### config.mk
export PLATFORM = sky130hd
export DESIGN_NAME = mem_bus_arbiter
export DESIGN_NICKNAME = d
export VERILOG_FILES = /design/src/rtl/mem_bus_arbiter.sv
export SDC_FILE = /design/constraint.sdc
export NUM_CORES = 1
export LEC_CHECK = 0
export ABC_AREA = 1
export BUFFER_PORTS_ARGS = -buffer_cell sky130_fd_sc_hd__buf_4
export CAP_MARGIN = 10
export CORE_MARGIN = 10
export CORE_UTILIZATION = 49
export CTS_CLUSTER_DIAMETER = 30
export DETAILED_ROUTE_END_ITERATION = 16
export GPL_ROUTABILITY_DRIVEN = 0
export GPL_TIMING_DRIVEN = 0
export MAX_ROUTING_LAYER = met4
export PLACE_DENSITY = 0.94
export REMOVE_ABC_BUFFERS = 1
export SETUP_SLACK_MARGIN = 0.1
export SLEW_MARGIN = 30
export SYNTH_ARGS = -nofsm -noshare
export SYNTH_HDL_FRONTEND = slang
export SYNTH_SLANG_ARGS = --single-unit
### constraint.sdc
create_clock -name clk -period 2.7 [get_ports clk]
set_input_delay 0.54 -clock clk [delete_from_list [all_inputs] [get_ports clk]]
set_output_delay 0.54 -clock clk [all_outputs]
set_load 0.1 [all_outputs]
### src/rtl/mem_bus_arbiter.sv
// mem_bus_arbiter: shares the single CPU-side mmu memory port among MASTERS
// requesters. A round-robin winner is picked in IDLE. Its request is issued to
// the mmu for exactly one cycle, and its address is held through the device
// read latency. The result is returned with a one-cycle ack.
//
// Ports:
//   clk, reset                    clock, synchronous active-high reset
//   m_req/m_we/m_addr/m_wd/m_unit per-master request fields (packed per master)
//   m_ack                         one-hot completion pulse
//   m_rd, m_access_fault,
//   m_addr_misaligned             completion data and fault flags, valid with m_ack
//   grant                         one-hot current owner, 0 when idle
//   mem_re/mem_we/mem_addr/mem_wd,
//   mem_rd_unit/mem_wd_unit       drive the mmu port
//   mem_rd, access_fault,
//   addr_misaligned               mmu responses (faults combinational from mem_*)
module mem_bus_arbiter #(
    parameter int unsigned MASTERS    = 2,
    parameter int unsigned RD_LATENCY = 1
) (
    input  logic                   clk,
    input  logic                   reset,
    input  logic [MASTERS-1:0]     m_req,
    input  logic [MASTERS-1:0]     m_we,
    input  logic [MASTERS*32-1:0]  m_addr,
    input  logic [MASTERS*32-1:0]  m_wd,
    input  logic [MASTERS*2-1:0]   m_unit,
    output logic [MASTERS-1:0]     m_ack,
    output logic [31:0]            m_rd,
    output logic                   m_access_fault,
    output logic                   m_addr_misaligned,
    output logic [MASTERS-1:0]     grant,
    output logic                   mem_re,
    output logic                   mem_we,
    output logic [31:0]            mem_addr,
    output logic [31:0]            mem_wd,
    output logic [1:0]             mem_rd_unit,
    output logic [1:0]             mem_wd_unit,
    input  logic [31:0]            mem_rd,
    input  logic                   access_fault,
    input  logic                   addr_misaligned
);

    localparam int unsigned IdxW = (MASTERS > 1) ? $clog2(MASTERS) : 1;
    localparam logic [2:0] CntInit = (RD_LATENCY == 0) ? 3'd0 : 3'(RD_LATENCY - 1);

    typedef enum logic [1:0] {StIdle, StIssue, StWait, StDone} state_e;

    state_e              state_q, state_d;
    logic [IdxW-1:0]     last_q, last_d;
    logic [IdxW-1:0]     owner_q, owner_d;
    logic                we_q, we_d;
    logic [2:0]          cnt_q, cnt_d;
    logic [MASTERS-1:0]  grant_q, grant_d;
    logic                mem_re_q, mem_re_d;
    logic                mem_we_q, mem_we_d;
    logic [31:0]         addr_q, addr_d;
    logic [31:0]         wd_q, wd_d;
    logic [1:0]          unit_q, unit_d;
    logic [MASTERS-1:0]  ack_q, ack_d;
    logic [31:0]         rd_q, rd_d;
    logic                af_q, af_d;
    logic                am_q, am_d;

    // Round-robin pick: first requester scanning from last+1 with wrap-around.
    logic                pick_valid;
    logic [IdxW-1:0]     pick_idx;
    logic [IdxW-1:0]     cand;

    always_comb begin
        pick_valid = 1'b0;
        pick_idx   = '0;
        cand       = '0;
        for (int unsigned i = 1; i <= MASTERS; i++) begin
            cand = IdxW'((32'(last_q) + i) % MASTERS);
            if (!pick_valid && m_req[cand]) begin
                pick_valid = 1'b1;
                pick_idx   = cand;
            end
        end
    end

    always_comb begin
        state_d  = state_q;
        last_d   = last_q;
        owner_d  = owner_q;
        we_d     = we_q;
        cnt_d    = cnt_q;
        grant_d  = grant_q;
        mem_re_d = 1'b0;
        mem_we_d = 1'b0;
        addr_d   = addr_q;
        wd_d     = wd_q;
        unit_d   = unit_q;
        ack_d    = '0;
        rd_d     = rd_q;
        af_d     = af_q;
        am_d     = am_q;

        unique case (state_q)
            StIdle: begin
                if (pick_valid) begin
                    owner_d           = pick_idx;
                    grant_d           = '0;
                    grant_d[pick_idx] = 1'b1;
                    we_d              = m_we[pick_idx];
                    addr_d            = m_addr[32*pick_idx +: 32];
                    wd_d              = m_wd[32*pick_idx +: 32];
                    unit_d            = m_unit[2*pick_idx +: 2];
                    mem_re_d          = !m_we[pick_idx];
                    mem_we_d          = m_we[pick_idx];
                    state_d           = StIssue;
                end
            end
            StIssue: begin
                // Faults are only meaningful while the access is being issued.
                af_d = access_fault;
                am_d = addr_misaligned;
                if (access_fault || addr_misaligned || we_q) begin
                    rd_d           = '0;
                    ack_d[owner_q] = 1'b1;
                    state_d        = StDone;
                end else if (RD_LATENCY == 0) begin
                    rd_d           = mem_rd;
                    ack_d[owner_q] = 1'b1;
                    state_d        = StDone;
                end else begin
                    cnt_d   = CntInit;
                    state_d = StWait;
                end
            end
            StWait: begin
                // Address and units stay put: the mmu routes rd by address.
                if (cnt_q == 3'd0) begin
                    rd_d           = mem_rd;
                    ack_d[owner_q] = 1'b1;
                    state_d        = StDone;
                end else begin
                    cnt_d = cnt_q - 3'd1;
                end
            end
            StDone: begin
                last_d  = owner_q;
                grant_d = '0;
                rd_d    = '0;
                af_d    = 1'b0;
                am_d    = 1'b0;
                state_d = StIdle;
            end
            default: state_d = StIdle;
        endcase
    end

    always_ff @(posedge clk) begin
        if (reset) begin
            state_q  <= StIdle;
            last_q   <= IdxW'(MASTERS - 1);
            owner_q  <= '0;
            we_q     <= 1'b0;
            cnt_q    <= '0;
            grant_q  <= '0;
            mem_re_q <= 1'b0;
            mem_we_q <= 1'b0;
            addr_q   <= '0;
            wd_q     <= '0;
            unit_q   <= '0;
            ack_q    <= '0;
            rd_q     <= '0;
            af_q     <= 1'b0;
            am_q     <= 1'b0;
        end else begin
            state_q  <= state_d;
            last_q   <= last_d;
            owner_q  <= owner_d;
            we_q     <= we_d;
            cnt_q    <= cnt_d;
            grant_q  <= grant_d;
            mem_re_q <= mem_re_d;
            mem_we_q <= mem_we_d;
            addr_q   <= addr_d;
            wd_q     <= wd_d;
            unit_q   <= unit_d;
            ack_q    <= ack_d;
            rd_q     <= rd_d;
            af_q     <= af_d;
            am_q     <= am_d;
        end
    end

    assign m_ack             = ack_q;
    assign m_rd              = rd_q;
    assign m_access_fault    = af_q;
    assign m_addr_misaligned = am_q;
    assign grant             = grant_q;
    assign mem_re            = mem_re_q;
    assign mem_we            = mem_we_q;
    assign mem_addr          = addr_q;
    assign mem_wd            = wd_q;
    assign mem_rd_unit       = unit_q;
    assign mem_wd_unit       = unit_q;

endmodule

==> metrics.cfg, run 1 <==
[cells_and_area]
finalNonFillerCells = 1142
multiInputGateArea_um2 = 2580
drive_gt1_frac = 0.319
final_area_um2 = 7810
regArea_um2 = 2280
fin_util = 0.757
syn2layout_area_growth_pct = 50.8
num_antenna_cells = 0
nNetsFinal = 1172
n_fill_cell = 764

[routing]
vias = 5969
avgRoutedWirePerCell_um = 16.9
drcViolationCount = 0
via_per_inst = 5.23
firstDrtPassIters = 5
ant_nets = 0
drt_first_iter_violations = 487
wl_um = 19300

[timing]
final_hold_viol_count = 0
slew_headroom = 0.487
fin_ws_ps = 379
worst_slew_pin_slew_ps = 769
timing.hold.ws_ps = 310
finalCritPeriodShare = 0.860
finalCriticalPeriod_ps = 2320
max_freq_mhz = 431
clock-skew-final_ps = 15.6
slew_viol_final = 0
rsz0062_at_grt = no
setup_violations = 0
setup_tns_ps = 0

[grt]
grt_pass1_vias = 5585
grt_pass1_wl_um = 28500
grt_overflow = 0
antenna_found_initial = 0
grt_max_degree = 72
grtUsageTotal = 0.245
use_met1 = 0.266
grtUsageMet2 = 0.429
busiest_layer = met2
global_route.usage.met3 = 0.0556

[placed_design]
io_buffers = 279
post_dp_cell_area_um2 = 7160
dp_cells = 1110
hpwl_um = 13400
place_ws_ps = -270

[hold_path]
min_to = m_addr_misaligned
hold_path_startpoint = addr_misaligned
hp-class = input pin to register
whs_path_depth = 3

[yosys]
synth_async_sr_flop_share = 0
ys_seq_area_frac = 0.441
syn_area_per_cell_um2 = 6.83
syn_inst = 758
synth_cell_types = 23
yosys_most_used_dff = dfxtp_1
ys_seq_elements = 114
synth-edff-count = 0
ys_warn_count = 0
netlist_area_um2 = 5180

[power]
switching_share = 0.546
p_seq_frac = 0.222
peakVddDrop_mv = 0.963
internal-power_mw = 4.94
leakage_nw = 3.83
p_comb_frac = 0.567
p_clk_frac = 0.212
switching_power_mw = 5.95
power_mw = 10.9
power_density_nw_per_um2 = 1390

[run_status]
status = complete, no violations

[critical_path]
reg2reg_to = m_rd[10]
required_ps = 3110
cp_cell_sequence = inv_1, ha_1, nand3_2, nand3_4, nand2_1, a21oi_1
reg2reg_from = state_q[1]
crit_type = register to register
reg2reg_setup_slack_ps = 380
reg2regPathDepth = 6
cp_top_family = simple AND/OR/NAND/NOR gates
cp_slowest_cell = nand3_2
crit_fanout = 33
worstSetupEndpointType = register
slowest_delay_ps = 620
cp-start-kind = register
path_buf_inv = 1
arrival_ps = 2730

[floorplanning]
die_height_um = 123
core-area_um2 = 10300
die_x_um = 123
dieArea_um2 = 15100
boundaryPins = 280
start_util = 0.502
row_count = 37

[clock_network]
cts_buffer_depth = 2
clock_latency_ps = 500
cts_root_buf = clkbuf_8
clock-sinks = 114
clk_pin_slew_ps = 60
cts_buffers = 17
cts_tree = yes
h-tree-depth = 4

[run]
maxCapViolations = 0

[registers in the layout, summed over array words and instances, names as in the netlist, 2 cells and up]
name	count
grant	2
mem_rd_unit	2
cnt_q	3
m_ack	2
mem_addr	32
state_q	2
mem_wd	32
m_rd	32
[placed cells by master, fill, tap and decap left out, drive strengths merged]
master	synthesis	layout
buf	34	279
nand2	243	243
dfxtp	114	114
nor2	89	89
nand3	77	77
a21oi	66	66
o21ai	46	46
nand4	33	33
clkbuf	29	20
inv	15	16
ha	7	7
clkinv	1	5
bufinv	0	4
clkinvlp	0	3
or2	1	1
o21bai	1	1
o22ai	1	1
nor3b	1	1
[kinds of logic after synthesis]
logic type,synth area share
AO/OA/AOI/OAI,0.111
flip-flops,0.441
adder cells (fa/ha/maj),0.0169
buffers and inverters,0.0713
AND/OR/NAND/NOR,0.360
[tightest hold or removal path, delay by kind of cell]
kind | cells | cell delay (ps)
buffers and inverters | 1 | 120
AND/OR/NAND/NOR | 1 | 50
AO/OA/AOI/OAI | 1 | 50
[how the worst max path moves through the flow]
stage	from	end	slack, ps	cells after the start
after floorplan	m_req[0]	we_q	-150	6
after global placement	m_req[0]	we_q	-1410	7
after detailed placement	m_req[0]	we_q	-270	7
after CTS	last_q	we_q	110	6
after global routing	state_q[1]	m_rd[10]	170	6
final	state_q[1]	m_rd[10]	380	6
[Yosys cell counts (3+ instances only)]
library cell | number | area share
nand2_1 | 240 | 0.17
dfxtp_1 | 114 | 0.44
nor2_1 | 89 | 0.064
nand3_1 | 76 | 0.073
a21oi_1 | 66 | 0.064
o21ai_0 | 44 | 0.043
nand4_1 | 33 | 0.040
clkbuf_1 | 29 | 0.021
buf_2 | 16 | 0.015
inv_1 | 12 | 0.0087
buf_4 | 10 | 0.014
ha_1 | 7 | 0.017
buf_1 | 6 | 0.0043
inv_2 | 3 | 0.0022
nand2_2 | 3 | 0.0036
[final cells by class]
type	instances	share of cell area
timing repair buffer	279	0.268
inverter	16	0.00945
multi-input combinational	565	0.330
clock inverter	12	0.0229
tap	136	0.0218
clock buffer	20	0.0557
sequential	114	0.292
[routing by layer]
layer	up-vias	wire length, um	share of wire
met1	2744	7310	0.38
li1	2951	-	-
met5	-	0	0
met3	33	1240	0.064
met4	0	446	0.023
met2	241	10300	0.53
[power groups by stage]
stage	clock (mW)	sequential, mW	combinational [mW]
final	2.30	2.41	6.17
after global routing	2.43	2.46	6.47
after CTS	2.34	2.41	6.12
after detailed placement	0	2.44	6.09
after global placement	0	2.41	6.03
after floorplan	0	5.60	1.42
[what timing repair did]
action | 4_1_cts | 5_1_grt
setup endpoints to repair | 46 | 101
resized for setup | 1 | 5
cloned | 0 | 0
setup buffers | 0 | 0
hold buffers | 0 | 0
Note: power is estimated with default switching activity, not from simulation.
==> run 2, diff against run 1 <==
--- a/config.mk
+++ b/config.mk
@@ -16,7 +16,6 @@
 export GPL_TIMING_DRIVEN = 0
 export MAX_ROUTING_LAYER = met4
 export PLACE_DENSITY = 0.94
-export REMOVE_ABC_BUFFERS = 1
 export SETUP_SLACK_MARGIN = 0.1
 export SLEW_MARGIN = 30
 export SYNTH_ARGS = -nofsm -noshare
==> metrics.cfg, run 2 (synthesized netlist as in run 1, its figures left out) <==
[timing]
worst_slew_pin_slew_ps = 525
slew_viol_final = 0
final_hold_viol_count = 0
rsz0062_at_grt = no
fin_ws_ps = 830
slew_headroom = 0.650
setup_violations = 0
timing.hold.ws_ps = 313
setup_tns_ps = 0
clock-skew-final_ps = 9.86
max_freq_mhz = 535
finalCritPeriodShare = 0.693
finalCriticalPeriod_ps = 1870

[routing]
wl_um = 19400
ant_nets = 0
avgRoutedWirePerCell_um = 16.1
via_per_inst = 5.11
firstDrtPassIters = 5
drcViolationCount = 0
vias = 6155
drt_first_iter_violations = 331

[power]
leakage_nw = 3.97
peakVddDrop_mv = 0.639
power_density_nw_per_um2 = 1370

[clock_network]
hold_buffers = 0
cts_buffers = 17
clock_latency_ps = 510
cts_root_buf = clkbuf_8
post_cts_resize_count = 0
cts_buffer_depth = 2
h-tree-depth = 4
cts_tree = yes
clk_pin_slew_ps = 60
clock-sinks = 114
post-cts-setup-buffer-count = 0

[floorplanning]
boundaryPins = 280
core-area_um2 = 10300
dieArea_um2 = 15100
row_count = 37
start_util = 0.502
die_height_um = 123
die_x_um = 123

[critical_path]
cp_slowest_cell = dfxtp_1
cp-start-kind = register
worstSetupEndpointType = output pin
required_ps = 2160
arrival_ps = 1330
slowest_delay_ps = 410
cp_cell_sequence = buf_4, buf_4
crit_fanout = 3
crit_type = register to output pin
cp_common_cell = buf_4

[grt]
grt_overflow = 0
grtUsageTotal = 0.250
grt_pass1_wl_um = 28900
antenna_found_initial = 0
grt_max_degree = 17
grt_pass1_vias = 5911

[cells_and_area]
syn2layout_area_growth_pct = 55.3
final_cell_mix = buf_4 (288), nand2_1 (240), dfxtp_1 (114)
final_common_cell = buf_4
num_antenna_cells = 0
nNetsFinal = 1234
drive_gt1_frac = 0.324
fin_util = 0.779

[run_status]
status = complete, no violations

[placed_design]
place_ws_ps = 873
hpwl_um = 15300
io_buffers = 278

[hold_path]
hp-class = input pin to register

[run]
maxCapViolations = 0

[yosys]
syn_nets = 937

run 2: cell count changes in the layout (fill, tap and decap cells not counted), moves of 2 or more:
cell      before  now
clkbuf_1       2   29
buf_2          0   16
buf_4        279  288
buf_1          0    6
nand2_2        0    3
buf_6          0    2
clkinv_2       3    1
clkinv_4       1    3
ha_1           5    7
ha_2           2    0
inv_6          2    4
nand2_8        2    0
run 2: power breakdown:
group	internal (mW)	total [mW]	switching, mW
Combinational	1.42	6.35	4.93
Sequential	2.16	2.42	0.257
Clock	1.44	2.26	0.822
Total	5.02	11.0	6.01
run 2: area by class of cell:
type / count / area [um^2]
sequential: 114 / 2280
clock buffer: 18 / 428
multi-input combinational: 565 / 2530
inverter: 16 / 60.1
timing repair buffer: 278 / 2090
clock inverter: 14 / 179
fill: 800 / 2280
buffer: 63 / 309
tap: 136 / 170
run 2: critical path: cells and delay by family (launching register included):
family                 cells  cell delay (ps)
buffers and inverters      2              410
flip-flops                 1              410
run 2: metrics by stage:
stage / area [um^2] / power (mW) / cells
floorplan: 5180 / 7.27 / 758
global placement: 7440 / 8.70 / 1172
detailed placement: 7440 / 8.78 / 1172
CTS: 8040 / 11.1 / 1204
global route: 8040 / 11.5 / 1204
finish: 8040 / 11.0 / 1204
run 2: path summary, 6_finish.rpt:
kind	startpoint	end	slack [ps]	cells past startpoint
setup reg to reg	cnt_q[0]	m_rd[0]	850	9
hold / removal	access_fault	m_access_fault	310	3
setup / recovery	mem_rd_unit[0]	mem_wd_unit[0]	830	2
hold reg to reg	m_rd[28]	m_rd[28]	460	2
run 2: layer usage:
metal	part of all wire	global-route usage	vias up
li1	-	-	3077
met1	0.37	0.254	2769
met2	0.50	0.418	272
met3	0.11	0.101	37
met4	0.028	0.109	0
met5	0	-	-
==> run 3, diff against run 2 <==
--- a/config.mk
+++ b/config.mk
@@ -9,13 +9,13 @@
 export BUFFER_PORTS_ARGS = -buffer_cell sky130_fd_sc_hd__buf_4
 export CAP_MARGIN = 10
 export CORE_MARGIN = 10
-export CORE_UTILIZATION = 49
+export CORE_UTILIZATION = 45
 export CTS_CLUSTER_DIAMETER = 30
 export DETAILED_ROUTE_END_ITERATION = 16
 export GPL_ROUTABILITY_DRIVEN = 0
 export GPL_TIMING_DRIVEN = 0
 export MAX_ROUTING_LAYER = met4
-export PLACE_DENSITY = 0.94
+export PLACE_DENSITY = 0.87
 export SETUP_SLACK_MARGIN = 0.1
 export SLEW_MARGIN = 30
 export SYNTH_ARGS = -nofsm -noshare
==> constraint.sdc (replaced) <==
create_clock -name clk -period 1.95 [get_ports clk]
set_input_delay 0.39 -clock clk [delete_from_list [all_inputs] [get_ports clk]]
set_output_delay 0.39 -clock clk [all_outputs]
set_load 0.1 [all_outputs]
==> metrics.cfg, run 3 (synthesized netlist as in run 1, its figures left out) <==
[placed_design]
io_buffers = 278
dp_cells = 1179
post_dp_cell_area_um2 = 7450
place_ws_ps = 148
hpwl_um = 15300

[clock_network]
h-tree-depth = 4
post_cts_resize_count = 0
hold_buffers = 0
cts_tree = yes
clock_latency_ps = 400
cts_buffer_depth = 2
post-cts-setup-buffer-count = 0
cts_root_buf = clkbuf_16
clock-sinks = 114
clk_pin_slew_ps = 50
cts_buffers = 17

[hold_path]
whs_path_depth = 3
min_to = m_addr_misaligned
hp-class = input pin to register
hold_path_startpoint = addr_misaligned

[timing]
setup_tns_ps = 0
final_hold_viol_count = 0
finalCriticalPeriod_ps = 1770
clock-skew-final_ps = 9.18
rsz0062_at_grt = yes
fin_ws_ps = 184
setup_violations = 0
timing.hold.ws_ps = 267
worst_slew_pin_slew_ps = 530
slew_viol_final = 0
finalCritPeriodShare = 0.906
max_freq_mhz = 566
slew_headroom = 0.647

[cells_and_area]
fin_util = 0.712
regArea_um2 = 2280
final_common_cell = buf_4
multiInputGateArea_um2 = 2530
final_cell_mix = buf_4 (285), nand2_1 (240), dfxtp_1 (114)
syn2layout_area_growth_pct = 55.7
finalNonFillerCells = 1210
drive_gt1_frac = 0.325
n_fill_cell = 1009
num_antenna_cells = 0
nNetsFinal = 1233
final_area_um2 = 8070

[power]
power_density_nw_per_um2 = 1900
leakage_nw = 3.99
peakVddDrop_mv = 1.03
power_mw = 15.4

[routing]
firstDrtPassIters = 5
drt_first_iter_violations = 354
drcViolationCount = 0
wl_um = 19600
avgRoutedWirePerCell_um = 16.2
vias = 6082
ant_nets = 0
via_per_inst = 5.03

[critical_path]
reg2reg_to = m_rd[15]
reg2regPathDepth = 8
crit_cells = 8
cp_top_family = simple AND/OR/NAND/NOR gates
crit_type = register to register
cp_slowest_cell = dfxtp_1
reg2reg_from = cnt_q[0]
required_ps = 2260
arrival_ps = 2080
reg2reg_setup_slack_ps = 180
slowest_delay_ps = 310
cp_common_cell = ha_1
crit_fanout = 10
path_buf_inv = 2
cp_cell_sequence = inv_1, ha_1, ha_1, or2_4, nand3_2, buf_6, nand2_1, a21oi_1
worstSetupEndpointType = register
cp-start-kind = register

[floorplanning]
dieArea_um2 = 16200
row_count = 39
die_x_um = 127
core-area_um2 = 11300
start_util = 0.458
die_height_um = 127
boundaryPins = 280

[grt]
grt_max_degree = 17
grt_pass1_vias = 6034
grt_overflow = 0
antenna_found_initial = 0
grt_pass1_wl_um = 30000
grtUsageTotal = 0.234

[run]
maxCapViolations = 0

[yosys]
syn_nets = 937

[run_status]
status = complete, no violations

[run 3: cell types whose count changed in the layout (fill, tap and decap cells not counted), sizes merged]
cell and change:
clkinvlp -1, inv -4, clkbuf +4
[run 3: worst register-to-register path, cell delays in order, from the launching register on]
cell and delay, ps:
dfxtp_1 310, inv_1 60, ha_1 200, ha_1 270, or2_4 310, nand3_2 160, buf_6 160, nand2_1 60
a21oi_1 170
[run 3: cell type report]
class / instances / share of cell area
multi-input combinational: 565 / 0.314
clock buffer: 23 / 0.0593
timing repair buffer: 278 / 0.259
clock inverter: 9 / 0.0160
sequential: 114 / 0.283
tap: 143 / 0.0222
buffer: 62 / 0.0399
inverter: 16 / 0.00745
[run 3: how the worst max path moves through the flow]
| stage | from | to | slack [ps] |
|---|---|---|---|
| 2_1_floorplan | mem_rd_unit[0] | mem_wd_unit[0] | 190 |
| 3_3_place_gp | state_q[1] | m_rd[19] | 200 |
| 3_5_place_dp | cnt_q[0] | m_rd[31] | 150 |
| 4_1_cts | cnt_q[0] | m_rd[5] | 110 |
| 5_1_grt | cnt_q[0] | m_rd[19] | 100 |
| 6_report | cnt_q[0] | m_rd[15] | 180 |
[run 3: power by group]
group          switching [mW]  internal, mW  leakage [nW]
Combinational            6.84          2.00          2.76
Clock                    1.06          2.11         0.293
Sequential              0.355          2.99         0.936
[run 3: routing by layer]
layer | wire length [um] | share of wire | vias up | global-route usage
li1 | - | - | 3069 | -
met1 | 7810 | 0.40 | 2749 | 0.255
met2 | 9600 | 0.49 | 230 | 0.384
met3 | 1660 | 0.085 | 34 | 0.0802
met4 | 503 | 0.026 | 0 | 0.0911
met5 | 0 | 0 | - | -
